### config.mk
export PLATFORM = sky130hd
export DESIGN_NAME = uvma_axi5_txn_tracker
export DESIGN_NICKNAME = d
export VERILOG_FILES = /design/src/rtl/uvma_axi5_tracker_pkg.sv /design/src/rtl/uvma_axi5_len_fifo.sv /design/src/rtl/uvma_axi5_txn_tracker.sv
export SDC_FILE = /design/constraint.sdc
export NUM_CORES = 1
export LEC_CHECK = 0
export ABC_AREA = 1
export ABC_CLOCK_PERIOD_IN_PS = 4100
export CAP_MARGIN = 20
export CORE_UTILIZATION = 35
export DETAILED_ROUTE_END_ITERATION = 7
export GPL_TIMING_DRIVEN = 0
export PLACE_DENSITY = 0.57
export SLEW_MARGIN = 20
export SYNTH_ARGS = -nofsm -noshare
export SYNTH_HDL_FRONTEND = slang
export SYNTH_HIERARCHICAL = 1
export SYNTH_SLANG_ARGS = --single-unit
export TNS_END_PERCENT = 50
### constraint.sdc
create_clock -name clk -period 4.1 [get_ports clk]
set_input_delay 0.82 -clock clk [delete_from_list [all_inputs] [get_ports clk]]
set_output_delay 0.82 -clock clk [all_outputs]
set_load 0.01 [all_outputs]
### src/rtl/uvma_axi5_tracker_pkg.sv
// rtl/uvma_axi5_tracker_pkg.sv - error bit map and shared helpers for the AXI5 transaction tracker
package uvma_axi5_tracker_pkg;

    // Bit positions inside err_o
    localparam int AW_STABLE     = 0;
    localparam int W_STABLE      = 1;
    localparam int AR_STABLE     = 2;
    localparam int WLAST_EARLY   = 3;
    localparam int WLAST_MISSING = 4;
    localparam int W_NO_AW       = 5;
    localparam int B_ORPHAN      = 6;
    localparam int R_ORPHAN      = 7;
    localparam int OVERFLOW      = 8;
    localparam int ERR_W         = 9;

    // Saturating +1 for counters up to 64 bits; max is the all-ones value of the caller's width
    function automatic logic [63:0] sat_inc(input logic [63:0] value, input logic [63:0] max);
        return (value == max) ? value : value + 64'd1;
    endfunction

endpackage

### src/rtl/uvma_axi5_len_fifo.sv
// rtl/uvma_axi5_len_fifo.sv - 8-bit burst-length FIFO with empty-case bypass
// Ports: push/push_data write an entry, pop retires the head; head shows the
// oldest entry, or push_data when empty so a same-cycle push can be consumed.
// full/empty reflect current occupancy, empty_nxt the occupancy after this edge.
module uvma_axi5_len_fifo #(
    parameter int DEPTH = 8
) (
    input  logic       clk,
    input  logic       rst_n,
    input  logic       push,
    input  logic [7:0] push_data,
    input  logic       pop,
    output logic [7:0] head,
    output logic       full,
    output logic       empty,
    output logic       empty_nxt
);

    localparam int PW = $clog2(DEPTH);
    localparam logic [PW:0] FULL_CNT = (PW+1)'(DEPTH);

    logic [7:0]    mem [DEPTH];
    logic [PW-1:0] wr_ptr;
    logic [PW-1:0] rd_ptr;
    logic [PW:0]   count;
    logic [PW:0]   count_nxt;
    logic          bypass;
    logic          do_wr;
    logic          do_rd;

    assign full  = (count == FULL_CNT);
    assign empty = (count == '0);
    assign head  = empty ? push_data : mem[rd_ptr];

    // Push and pop into an empty FIFO: the entry passes straight through
    assign bypass    = empty & push & pop;
    assign do_wr     = push & ~full & ~bypass;
    assign do_rd     = pop & ~empty;
    assign count_nxt = count + (PW+1)'(do_wr) - (PW+1)'(do_rd);
    assign empty_nxt = (count_nxt == '0);

    always_ff @(posedge clk) begin
        if (do_wr) begin
            mem[wr_ptr] <= push_data;
        end
    end

    always_ff @(posedge clk or negedge rst_n) begin
        if (!rst_n) begin
            wr_ptr <= '0;
            rd_ptr <= '0;
            count  <= '0;
        end else begin
            if (do_wr) wr_ptr <= wr_ptr + PW'(1);
            if (do_rd) rd_ptr <= rd_ptr + PW'(1);
            count <= count_nxt;
        end
    end

endmodule

### src/rtl/uvma_axi5_txn_tracker.sv
// rtl/uvma_axi5_txn_tracker.sv - passive AXI5 link checker: outstanding tracking, WLAST and stability checks
// Ports: AW/W/B/AR/R channel signals are observed only. clear_i wipes err_o and
// the handshake counters. err_o holds sticky flags, wr/rd_outstanding_o total
// bursts in flight, *_cnt_o saturating handshake counts, idle_o nothing pending.
module uvma_axi5_txn_tracker
    import uvma_axi5_tracker_pkg::*;
#(
    parameter int AXI_ID_WIDTH    = 4,
    parameter int AXI_ADDR_WIDTH  = 64,
    parameter int MAX_OUTSTANDING = 8,
    parameter int CNT_WIDTH       = 32
) (
    input  logic                      clk,
    input  logic                      rst_n,
    input  logic [AXI_ID_WIDTH-1:0]   aw_id,
    input  logic [AXI_ADDR_WIDTH-1:0] aw_addr,
    input  logic [7:0]                aw_len,
    input  logic                      aw_valid,
    input  logic                      aw_ready,
    input  logic                      w_last,
    input  logic                      w_valid,
    input  logic                      w_ready,
    input  logic [AXI_ID_WIDTH-1:0]   b_id,
    input  logic                      b_valid,
    input  logic                      b_ready,
    input  logic [AXI_ID_WIDTH-1:0]   ar_id,
    input  logic [AXI_ADDR_WIDTH-1:0] ar_addr,
    input  logic [7:0]                ar_len,
    input  logic                      ar_valid,
    input  logic                      ar_ready,
    input  logic [AXI_ID_WIDTH-1:0]   r_id,
    input  logic                      r_last,
    input  logic                      r_valid,
    input  logic                      r_ready,
    input  logic                      clear_i,
    output logic [ERR_W-1:0]          err_o,
    output logic [AXI_ID_WIDTH+$clog2(MAX_OUTSTANDING):0] wr_outstanding_o,
    output logic [AXI_ID_WIDTH+$clog2(MAX_OUTSTANDING):0] rd_outstanding_o,
    output logic [CNT_WIDTH-1:0]      aw_cnt_o,
    output logic [CNT_WIDTH-1:0]      ar_cnt_o,
    output logic [CNT_WIDTH-1:0]      b_cnt_o,
    output logic [CNT_WIDTH-1:0]      rlast_cnt_o,
    output logic                      idle_o
);

    localparam int NID = 2 ** AXI_ID_WIDTH;
    localparam int PW  = $clog2(MAX_OUTSTANDING) + 1;
    localparam int OW  = AXI_ID_WIDTH + PW;
    localparam logic [PW-1:0] CMAX    = PW'(MAX_OUTSTANDING);
    localparam logic [63:0]   CNT_MAX = 64'({CNT_WIDTH{1'b1}});

    logic aw_hs, w_hs, b_hs, ar_hs, r_hs, rl_hs;
    logic [PW-1:0] wr_cnt [NID];
    logic [PW-1:0] rd_cnt [NID];
    logic [7:0]    beat;
    logic [7:0]    head_len;
    logic          fifo_push, fifo_full, fifo_empty, fifo_empty_nxt;
    logic          head_ok, w_use, w_end;
    logic          wr_same, rd_same;
    logic          wr_inc_ok, wr_dec_ok, rd_inc_ok, rd_dec_ok;
    logic [OW-1:0] wr_tot_nxt, rd_tot_nxt;
    logic [ERR_W-1:0] err_set;

    // Previous-edge snapshot for the VALID/payload stability checks
    logic                      aw_pend, w_pend, ar_pend;
    logic [AXI_ID_WIDTH-1:0]   aw_id_q, ar_id_q;
    logic [AXI_ADDR_WIDTH-1:0] aw_addr_q, ar_addr_q;
    logic [7:0]                aw_len_q, ar_len_q;
    logic                      w_last_q;

    assign aw_hs = aw_valid & aw_ready;
    assign w_hs  = w_valid & w_ready;
    assign b_hs  = b_valid & b_ready;
    assign ar_hs = ar_valid & ar_ready;
    assign r_hs  = r_valid & r_ready;
    assign rl_hs = r_hs & r_last;

    assign fifo_push = aw_hs & ~fifo_full;
    // A W beat has a length to check against if one is queued or arriving now
    assign head_ok   = ~fifo_empty | fifo_push;
    assign w_use     = w_hs & head_ok;
    assign w_end     = w_use & (w_last | (beat == head_len));

    uvma_axi5_len_fifo #(
        .DEPTH(MAX_OUTSTANDING)
    ) u_len_fifo (
        .clk       (clk),
        .rst_n     (rst_n),
        .push      (fifo_push),
        .push_data (aw_len),
        .pop       (w_end),
        .head      (head_len),
        .full      (fifo_full),
        .empty     (fifo_empty),
        .empty_nxt (fifo_empty_nxt)
    );

    // Same-ID increment and decrement cancel and are exempt from limit checks
    assign wr_same   = aw_hs & b_hs & (aw_id == b_id);
    assign rd_same   = ar_hs & rl_hs & (ar_id == r_id);
    assign wr_inc_ok = aw_hs & ~wr_same & (wr_cnt[aw_id] != CMAX);
    assign wr_dec_ok = b_hs & ~wr_same & (wr_cnt[b_id] != '0);
    assign rd_inc_ok = ar_hs & ~rd_same & (rd_cnt[ar_id] != CMAX);
    assign rd_dec_ok = rl_hs & ~rd_same & (rd_cnt[r_id] != '0);

    assign wr_tot_nxt = wr_outstanding_o + OW'(wr_inc_ok) - OW'(wr_dec_ok);
    assign rd_tot_nxt = rd_outstanding_o + OW'(rd_inc_ok) - OW'(rd_dec_ok);

    always_comb begin
        err_set = '0;
        err_set[AW_STABLE]     = aw_pend & (~aw_valid | (aw_id != aw_id_q) |
                                 (aw_addr != aw_addr_q) | (aw_len != aw_len_q));
        err_set[W_STABLE]      = w_pend & (~w_valid | (w_last != w_last_q));
        err_set[AR_STABLE]     = ar_pend & (~ar_valid | (ar_id != ar_id_q) |
                                 (ar_addr != ar_addr_q) | (ar_len != ar_len_q));
        err_set[WLAST_EARLY]   = w_use & w_last & (beat < head_len);
        err_set[WLAST_MISSING] = w_use & ~w_last & (beat == head_len);
        err_set[W_NO_AW]       = w_hs & ~head_ok;
        err_set[B_ORPHAN]      = b_hs & ~wr_same & (wr_cnt[b_id] == '0);
        // Non-last R beats never decrement, so the same-ID exemption needs r_last
        err_set[R_ORPHAN]      = r_hs & ~rd_same & (rd_cnt[r_id] == '0);
        err_set[OVERFLOW]      = (aw_hs & fifo_full) |
                                 (aw_hs & ~wr_same & (wr_cnt[aw_id] == CMAX)) |
                                 (ar_hs & ~rd_same & (rd_cnt[ar_id] == CMAX));
    end

    always_ff @(posedge clk or negedge rst_n) begin
        if (!rst_n) begin
            for (int i = 0; i < NID; i++) begin
                wr_cnt[i] <= '0;
                rd_cnt[i] <= '0;
            end
            beat             <= '0;
            aw_pend          <= 1'b0;
            w_pend           <= 1'b0;
            ar_pend          <= 1'b0;
            aw_id_q          <= '0;
            ar_id_q          <= '0;
            aw_addr_q        <= '0;
            ar_addr_q        <= '0;
            aw_len_q         <= '0;
            ar_len_q         <= '0;
            w_last_q         <= 1'b0;
            err_o            <= '0;
            wr_outstanding_o <= '0;
            rd_outstanding_o <= '0;
            aw_cnt_o         <= '0;
            ar_cnt_o         <= '0;
            b_cnt_o          <= '0;
            rlast_cnt_o      <= '0;
            idle_o           <= 1'b1;
        end else begin
            // When both are enabled the IDs differ, so the two writes never collide
            if (wr_inc_ok) wr_cnt[aw_id] <= wr_cnt[aw_id] + PW'(1);
            if (wr_dec_ok) wr_cnt[b_id]  <= wr_cnt[b_id] - PW'(1);
            if (rd_inc_ok) rd_cnt[ar_id] <= rd_cnt[ar_id] + PW'(1);
            if (rd_dec_ok) rd_cnt[r_id]  <= rd_cnt[r_id] - PW'(1);

            if (w_use) beat <= w_end ? 8'd0 : beat + 8'd1;

            aw_pend   <= aw_valid & ~aw_ready;
            w_pend    <= w_valid & ~w_ready;
            ar_pend   <= ar_valid & ~ar_ready;
            aw_id_q   <= aw_id;
            ar_id_q   <= ar_id;
            aw_addr_q <= aw_addr;
            ar_addr_q <= ar_addr;
            aw_len_q  <= aw_len;
            ar_len_q  <= ar_len;
            w_last_q  <= w_last;

            wr_outstanding_o <= wr_tot_nxt;
            rd_outstanding_o <= rd_tot_nxt;
            idle_o <= (wr_tot_nxt == '0) && (rd_tot_nxt == '0) && fifo_empty_nxt;

            if (clear_i) begin
                err_o       <= '0;
                aw_cnt_o    <= '0;
                ar_cnt_o    <= '0;
                b_cnt_o     <= '0;
                rlast_cnt_o <= '0;
            end else begin
                err_o <= err_o | err_set;
                if (aw_hs) aw_cnt_o    <= CNT_WIDTH'(sat_inc(64'(aw_cnt_o), CNT_MAX));
                if (ar_hs) ar_cnt_o    <= CNT_WIDTH'(sat_inc(64'(ar_cnt_o), CNT_MAX));
                if (b_hs)  b_cnt_o     <= CNT_WIDTH'(sat_inc(64'(b_cnt_o), CNT_MAX));
                if (rl_hs) rlast_cnt_o <= CNT_WIDTH'(sat_inc(64'(rlast_cnt_o), CNT_MAX));
            end
        end
    end

endmodule

# --- Yosys cells after proc, flatten, opt, wreduce, memory -nomap -nowiden ---
# Memories as Yosys holds them, arrays and structs flattened.
# Cells that the tools add are included.
op_classes:
  addsub: 17
  mul: 0
  div_mod_pow: 0
  magnitude_cmp: 9
  eq_ne: 23
  shift: 0
  muxes: 45
  bitwise_logic: 72
  n_reduce_logical: 22
ops:
  columns: ["op", "n"]
  rows:
  - ["$mux 32", 12]
  - ["$bwmux 64", 4]
  - ["$mux 64", 4]
  - ["$add 32x1->32 const B", 4]
  - ["$eq 32x32->1 const B", 4]
  - ["$ne 64x64->1", 2]
  - ["$bmux 4 s4", 4]
  - ["$demux 4 s4", 4]
  - ["$mux 4", 12]
  - ["$and 1x1->1", 43]
  - ["$ge 5x5->1 const B", 4]
  - ["$lt 5x1->1 const B", 4]
  - ["$not 4->5", 4]
  - ["$add 8x1->8", 2]
  - ["$logic_not 4->1", 4]
  - ["$logic_not 8->1", 2]
  - ["$mux 8", 2]
  - ["$ne 8x8->1", 2]
  - ["$sub 8x1->8", 2]
  - ["$not 1->1", 13]
  - ["$eq 4x4->1 const B", 3]
  - ["$or 1x1->1", 11]
  - ["$mux 9", 1]
  - ["$or 9x9->9", 1]
  - ["18 further kinds", 40]
totals:
  ff_bits: 456
  latchBits: 0
  ram_bits: 64
  rom_bits: 0
  inputBits: 175
  mem_count: 1
mem_list:
  columns: ["name", "words", "width", "rd", "rd_clocked_by_memory_dff", "wr", "line", "rtl"]
  rows:
  - ["u_len_fifo.mem", 8, 8, 1, 0, 1, "uvma_axi5_len_fifo.sv:22", "logic [7:0] mem [DEPTH];"]

# --- Longest topological paths before layout ---
depth:
  depth_word: 13
  mapped_depth: 34
  mapped_depth_nobuf: 31

# --- Cells and area by module ---
# Netlist, hierarchy kept.
modules_own_cells:
  columns: ["mod", "instances", "cells_each", "area_each_um2", "seq_area_each_um2"]
  rows:
  - ["uvma_axi5_txn_tracker", 1, 3891, 26899.5, 11162.0]
  - ["uvma_axi5_len_fifo", 1, 344, 3512.1, 2172.1]

# --- Least setup slack after synthesis ---
# Ideal clock, no wire load.
synth_path:
  path_kind: "input-to-reg"
  from: "in b_id[0]"
  to: "reg idle_o"
  arrival_ns: 4.518
  t_required_ns: 4.033
  slack_ns: -0.485
  cell_stages: 31
  n_path_buf: 4
  path_cell_list: "buf_2 -> buf_6 -> nand2_2 -> inv_1 -> a22oi_1 -> nand2_1 -> nand2_1 -> nand2_1 -> nor2_4 -> clkbuf_1 -> ha_1 -> nand3_2 -> buf_4 -> nand2_1 -> inv_1 -> ha_1 -> inv_1 -> ha_1 -> inv_1 -> fa_1 -> nand3b_1 -> nand2_1 -> nand2_1 -> nand2_1 -> nand2_1 -> nand2_1 -> xor2_1 -> nand2_1 -> nor2_1 -> nand3_1 -> nor2_1"
synth_between:
  elab_chain_len: 10
  word_cells_on_any_way: 17
synth_lines:
  columns: ["item", "line", "rtl"]
  rows:
  - ["start, declared", "uvma_axi5_txn_tracker.sv:23", "input logic [AXI_ID_WIDTH-1:0] b_id,"]
  - ["$eq 4x4->1 or $not 4->5 (tied branches)", "uvma_axi5_txn_tracker.sv:99, uvma_axi5_txn_tracker.sv:102", null]
  - ["$and 1x1->1 or $bmux 4 s4 (tied branches)", "uvma_axi5_txn_tracker.sv:99, uvma_axi5_txn_tracker.sv:102", null]
  - ["$not 1->1 or $mux 4 (tied branches)", "uvma_axi5_txn_tracker.sv:101, uvma_axi5_txn_tracker.sv:102", null]
  - ["$and 1x1->1 or $mux 4 (tied branches)", "uvma_axi5_txn_tracker.sv:101, uvma_axi5_txn_tracker.sv:102", null]
  - ["$and 1x1->1 or $reduce_bool 4->1 (tied branches)", "uvma_axi5_txn_tracker.sv:101, uvma_axi5_txn_tracker.sv:102", null]
  - ["$add 8x1->8 or $and 1x1->1 (tied branches)", "uvma_axi5_txn_tracker.sv:106, uvma_axi5_txn_tracker.sv:102", null]
  - ["$sub 8x1->8 (*)", "uvma_axi5_txn_tracker.sv:106", "assign wr_tot_nxt = wr_outstanding_o + OW'(wr_inc_ok) - OW'(wr_dec_ok);"]
  - ["$logic_not 8->1 (*)", "uvma_axi5_txn_tracker.sv:174", "idle_o <= (wr_tot_nxt == '0) && (rd_tot_nxt == '0) && fifo_empty_nxt;"]
  - ["$logic_and 1x1->1 (*) (2 in a row)", "uvma_axi5_txn_tracker.sv:174", null]
  - ["end signal, assigned", "uvma_axi5_txn_tracker.sv:174", null]
  - ["end, declared", "uvma_axi5_txn_tracker.sv:43", "output logic idle_o"]
# Mark *: on every way between the ends. The rest lies on a longest branch, timed or not. The select of a mux whose other input is x is not followed.
# A chain may end at the register's enable or synchronous reset.

# --- Final worst setup path ---
layout_path:
  from: "reg u_len_fifo.rd_ptr[1]"
  to: "reg u_len_fifo.count[1]"
layout_between:
  word_cells_on_any_way: 11
layout_lines:
  columns: ["item", "line", "rtl"]
  rows:
  - ["start, declared", "uvma_axi5_len_fifo.sv:24", "logic [PW-1:0] rd_ptr;"]
  - ["start signal, assigned", "uvma_axi5_len_fifo.sv:55", "if (do_rd) rd_ptr <= rd_ptr + PW'(1);"]
  - ["$mem_v2 8x8", null, null]
  - ["$mux 8", "uvma_axi5_len_fifo.sv:33", "assign head = empty ? push_data : mem[rd_ptr];"]
  - ["via head_len[7]", "uvma_axi5_txn_tracker.sv:56", "logic [7:0] head_len;"]
  - ["$eq 8x8->1", "uvma_axi5_txn_tracker.sv:82", "assign w_end = w_use & (w_last | (beat == head_len));"]
  - ["$or 1x1->1", "uvma_axi5_txn_tracker.sv:82", null]
  - ["$and 1x1->1", "uvma_axi5_txn_tracker.sv:82", null]
  - ["via w_end", "uvma_axi5_txn_tracker.sv:58", "logic head_ok, w_use, w_end;"]
  - ["$and 1x1->1", "uvma_axi5_len_fifo.sv:38", "assign do_rd = pop & ~empty;"]
  - ["via u_len_fifo.do_rd", "uvma_axi5_len_fifo.sv:29", "logic do_rd;"]
  - ["$sub 4x1->4", "uvma_axi5_len_fifo.sv:39", "assign count_nxt = count + (PW+1)'(do_wr) - (PW+1)'(do_rd);"]
  - ["via u_len_fifo.count_nxt[1]", "uvma_axi5_len_fifo.sv:26", "logic [PW:0] count_nxt;"]
  - ["end signal, assigned", "uvma_axi5_len_fifo.sv:56", "count <= count_nxt;"]
  - ["end, declared", "uvma_axi5_len_fifo.sv:25", "logic [PW:0] count;"]
# The timed path passes the listed nets, and every way through them passes these cells.

==> impl_metrics.prom <==
# TYPE chip_impl_metric gauge
chip_impl_metric{name="syn-instance-count",unit=""} 4235
chip_impl_info{name="status",value="finished with violations"} 1
chip_impl_metric{name="layout-drive-gt1-share",unit="%"} 10.3
chip_impl_metric{name="multi_input_area",unit="um^2"} 14700
chip_impl_metric{name="worst_endpoint_required_time",unit="ns"} 4.62
chip_impl_metric{name="ys_warn_count",unit=""} 6
chip_impl_metric{name="setup_viol",unit=""} 3
chip_impl_metric{name="cts.path.max_buffers",unit=""} 3
chip_impl_metric{name="core_region_area",unit="um^2"} 85500
chip_impl_metric{name="leakagePower",unit="nW"} 18.5
chip_impl_metric{name="final-instance-count-excl-fill",unit=""} 5874
chip_impl_info{name="synthFlopType",value="dfrtp_1"} 1
chip_impl_metric{name="fin_worst_skew",unit="ns"} 0.0259
chip_impl_metric{name="timing.setup.tns",unit="ns"} -1.23
chip_impl_metric{name="cts_buffers",unit=""} 60
chip_impl_info{name="most-common-layout-cells",value="nand2_1 (1528), inv_1 (501), dfrtp_1 (455), nor2_1 (353), clkdlybuf4s50_1 (311)"} 1
chip_impl_metric{name="gr-total-overflow",unit=""} 0
chip_impl_metric{name="floorplan.die.width",unit="um"} 297
chip_impl_metric{name="ys_ff_latch",unit=""} 520
chip_impl_metric{name="worstRegToRegCells",unit=""} 32
chip_impl_info{name="timing.critical_path.from_type",value="register"} 1
chip_impl_info{name="failed_checks",value="setup timing"} 1
chip_impl_metric{name="gp_weighted_congestion",unit=""} 0.974
chip_impl_info{name="synthDominantAreaCellType",value="dfrtp_1"} 1
chip_impl_metric{name="cell_area_after_synthesis",unit="um^2"} 30400
chip_impl_metric{name="post_drt_wl_per_cell",unit="um"} 17.9
chip_impl_metric{name="vdd_drop_max",unit="mV"} 0.343
chip_impl_metric{name="report.final.slew_viol_count",unit=""} 0
chip_impl_metric{name="grt_max_degree",unit=""} 93
chip_impl_info{name="tritoncts",value="built"} 1
chip_impl_metric{name="timing.critical_path.arrival",unit="ns"} 5.28
chip_impl_info{name="worstReg2RegStart",value="u_len_fifo/rd_ptr[1]"} 1
chip_impl_metric{name="floorplan.io_pins",unit=""} 329
chip_impl_metric{name="synth_nets",unit=""} 4456
chip_impl_metric{name="numClockSinks",unit=""} 520
chip_impl_info{name="critical_path.reg2reg.endpoint",value="u_len_fifo/count[1]"} 1
chip_impl_metric{name="io_buffers",unit=""} 327
chip_impl_info{name="synth.top_cells.by_area",value="dfrtp_1 (37%), nand2_1 (19%), edfxtp_1 (6.3%)"} 1
chip_impl_metric{name="hold_violations",unit=""} 0
chip_impl_metric{name="detailedPlacementHpwl",unit="um"} 77300
chip_impl_metric{name="antenna_left",unit=""} 0
chip_impl_metric{name="die_height",unit="um"} 297
chip_impl_metric{name="detail_route.vias_per_cell",unit=""} 4.96
chip_impl_metric{name="clk_transition_reported_paths",unit="ns"} 0.06
chip_impl_metric{name="register_area",unit="um^2"} 13300
chip_impl_metric{name="p_total",unit="mW"} 19.2
chip_impl_metric{name="grt_usage",unit="%"} 23.4
chip_impl_metric{name="fin_worst_hold_slack",unit="ns"} 0.143
chip_impl_info{name="most_frequent_cp_cell",value="buf_4"} 1
chip_impl_metric{name="post-place-cells",unit=""} 5711
chip_impl_metric{name="fmax",unit="GHz"} 0.210
chip_impl_metric{name="worst_slack",unit="ns"} -0.664
chip_impl_metric{name="start_util",unit="%"} 35.5
chip_impl_metric{name="floorplan.die_area",unit="um^2"} 88100
chip_impl_metric{name="grt_pass1_wl",unit="um"} 162000
chip_impl_info{name="path_class",value="reg -> reg"} 1
chip_impl_metric{name="antenna_violations_before_repair",unit=""} 2
chip_impl_info{name="layout.cells.most_common",value="nand2_1"} 1
chip_impl_metric{name="dr.pass1.iters",unit=""} 6
chip_impl_metric{name="cts_max_level",unit=""} 2
chip_impl_metric{name="number_of_max_capacitance_violations_reported",unit=""} 0
chip_impl_metric{name="yosysTopAreaCellShare",unit="%"} 37.4
chip_impl_metric{name="async_sr_flop_fraction",unit="%"} 87.7
chip_impl_info{name="grt_setup_unrepaired",value="true"} 1
chip_impl_metric{name="max-slew-margin-rel",unit="%"} 29.9
chip_impl_info{name="slowest_library_cell_on_the_worst_path",value="fa_1"} 1
chip_impl_metric{name="routed_wirelength",unit="um"} 105000
chip_impl_metric{name="insertion_delay_to_the_later_sink_of_the_worst_skew_pair",unit="ns"} 0.64
chip_impl_metric{name="yosysSeqAreaShare",unit="%"} 43.8
chip_impl_metric{name="avgSynthCellArea",unit="um^2"} 7.18
chip_impl_info{name="endpoint_kind",value="register"} 1
chip_impl_metric{name="areaGrowthSynthToFinish",unit="%"} 26.7
chip_impl_metric{name="cpPeakStageDelay",unit="ns"} 0.49
chip_impl_metric{name="post-route-period-util",unit="%"} 116
chip_impl_metric{name="filler_cell_count",unit=""} 8644
chip_impl_metric{name="finalCriticalPeriod",unit="ns"} 4.76
chip_impl_metric{name="detail_route.iter0.violations",unit=""} 2327
chip_impl_metric{name="grt_pass1_vias",unit=""} 27845
chip_impl_info{name="hold_path_class",value="in -> async"} 1
chip_impl_metric{name="via_count",unit=""} 29163
chip_impl_metric{name="power-per-cell-area",unit="nW/um^2"} 499
chip_impl_metric{name="worst_pin_slew",unit="ns"} 1.04
chip_impl_metric{name="netlist-cell-type-count",unit=""} 57
chip_impl_metric{name="count_of_flip_flops_with_a_built_in_enable_after_synthesis",unit=""} 64
chip_impl_info{name="clockRootBuffer",value="clkbuf_16"} 1
chip_impl_metric{name="drcViolationCount",unit=""} 0
chip_impl_metric{name="minimum_setup_slack_among_reg_to_reg_paths",unit="ns"} -0.66
chip_impl_metric{name="critPathMaxFanout",unit=""} 9
chip_impl_metric{name="fp-row-count",unit=""} 107
chip_impl_metric{name="nets",unit=""} 4899
chip_impl_metric{name="layout.core_utilization",unit="%"} 45.0
## worst max-delay path by stage
stage / start / endpoint / slack, ns / cells past startpoint
2_1_floorplan: b_id[0] / idle_o / -0.12 / 31
3_3_place_gp: rst_n / ar_cnt_o[26] / -19.88 / 1
3_5_place_dp: aw_valid / idle_o / -2.36 / 23
4_1_cts: u_len_fifo/rd_ptr[0] / idle_o / -0.67 / 32
5_1_grt: u_len_fifo/rd_ptr[0] / idle_o / -0.82 / 32
6_report: u_len_fifo/rd_ptr[1] / u_len_fifo/count[1] / -0.66 / 32
## area by class of cell
| type | instances | share of cell area [%] |
|---|---|---|
| multi-input cells | 3028 | 38.2 |
| flip-flops and latches | 520 | 34.6 |
| repair buffers | 385 | 9.97 |
| inverters | 572 | 5.68 |
| clock buffers | 89 | 4.68 |
| well taps | 1144 | 3.72 |
| plain buffers | 111 | 2.33 |
| clock inverters | 24 | 0.812 |
| diodes | 1 | 0.00650 |
## logic make-up (layout without fill, tap and decap cells)
family                   count (synthesis)  in the layout  synth area share (%)
AO/OA/AOI/OAI                          323            323                  5.86
XOR/XNOR                                98             98                  2.87
adder cells (fa/ha/maj)                 46             46                  1.97
buffers and inverters                  687           1181                  9.23
flip-flops                             520            520                  43.8
other                                    0              1                     0
AND/OR/NAND/NOR                       2561           2561                  36.2
## layer usage
layer	GRT usage [%]	part of all wire [%]	vias to the layer above	routed length, um
li1	-	-	14365	-
met1	31.4	44	13669	45800
met2	38.5	47	950	49200
met3	3.73	6.6	179	6940
met4	6.75	2.8	0	2920
met5	0	0	-	0
## cells in the mapped netlist (7+ instances only)
master and count:
a22oi_1 9, nand4_1 148, nor2_1 369, nand3_2 13
o21ai_1 24, inv_2 55, nor3_1 75, nand4_2 8
o31ai_1 13, nand2_1 1552, o22ai_1 25, nor3_2 7
nand2_2 9, dfrtp_1 455, buf_6 10, nand3_1 295
inv_1 512, clkbuf_1 25, o21ai_2 7, nor4_1 15
ha_1 43, a21oi_1 79, xor2_1 51, or2_2 19
buf_1 8, o21ai_0 154, xnor2_1 45, buf_4 21
edfxtp_1 64, buf_2 50, nand3b_1 23
## flip-flops by register name, indices dropped and copies added, names as in the netlist, 8 cells and up
register and count:
ar_addr_q 64, ar_cnt_o 32, ar_len_q 8, aw_addr_q 64
aw_cnt_o 32, aw_len_q 8, b_cnt_o 32, beat 8
err_o 9, rd_cnt 64, rd_outstanding_o 8, rlast_cnt_o 32
u_len_fifo/mem 64, wr_cnt 64, wr_outstanding_o 8
## timing repair
action | in CTS | in global routing
endpoints found under the setup margin | 16 | 6
hold buffers | 0 | 0
resized for setup | 142 | 62
setup buffers | 41 | 10
pin swaps | 31 | 28
gates cloned | 1 | 1
## power breakdown
group | switching [mW] | internal, mW | leakage, nW
Combinational | 4.01 | 2.66 | 11.2
Sequential | 0.760 | 6.05 | 6.26
Clock | 2.33 | 3.41 | 1.04
## worst max-delay path, delay by kind of cell (launching register included)
family,cells,cell delay [ns]
adders and majority gates,4,1.08
and+or+nand+nor,7,0.72
AOI/OAI and AO/OA,1,0.32
buffers and inverters,20,2.12
DFF,1,0.40
## per-stage QoR
stage                     worst slack, ns  cell area [um^2]
after floorplan                    -0.119             30500
after global placement             -19.88             35200
after detailed placement            -2.36             35300
after CTS                          -0.667             38200
after global routing               -0.822             38500
final                              -0.664             38500
Power figures use the tool's default switching activity.
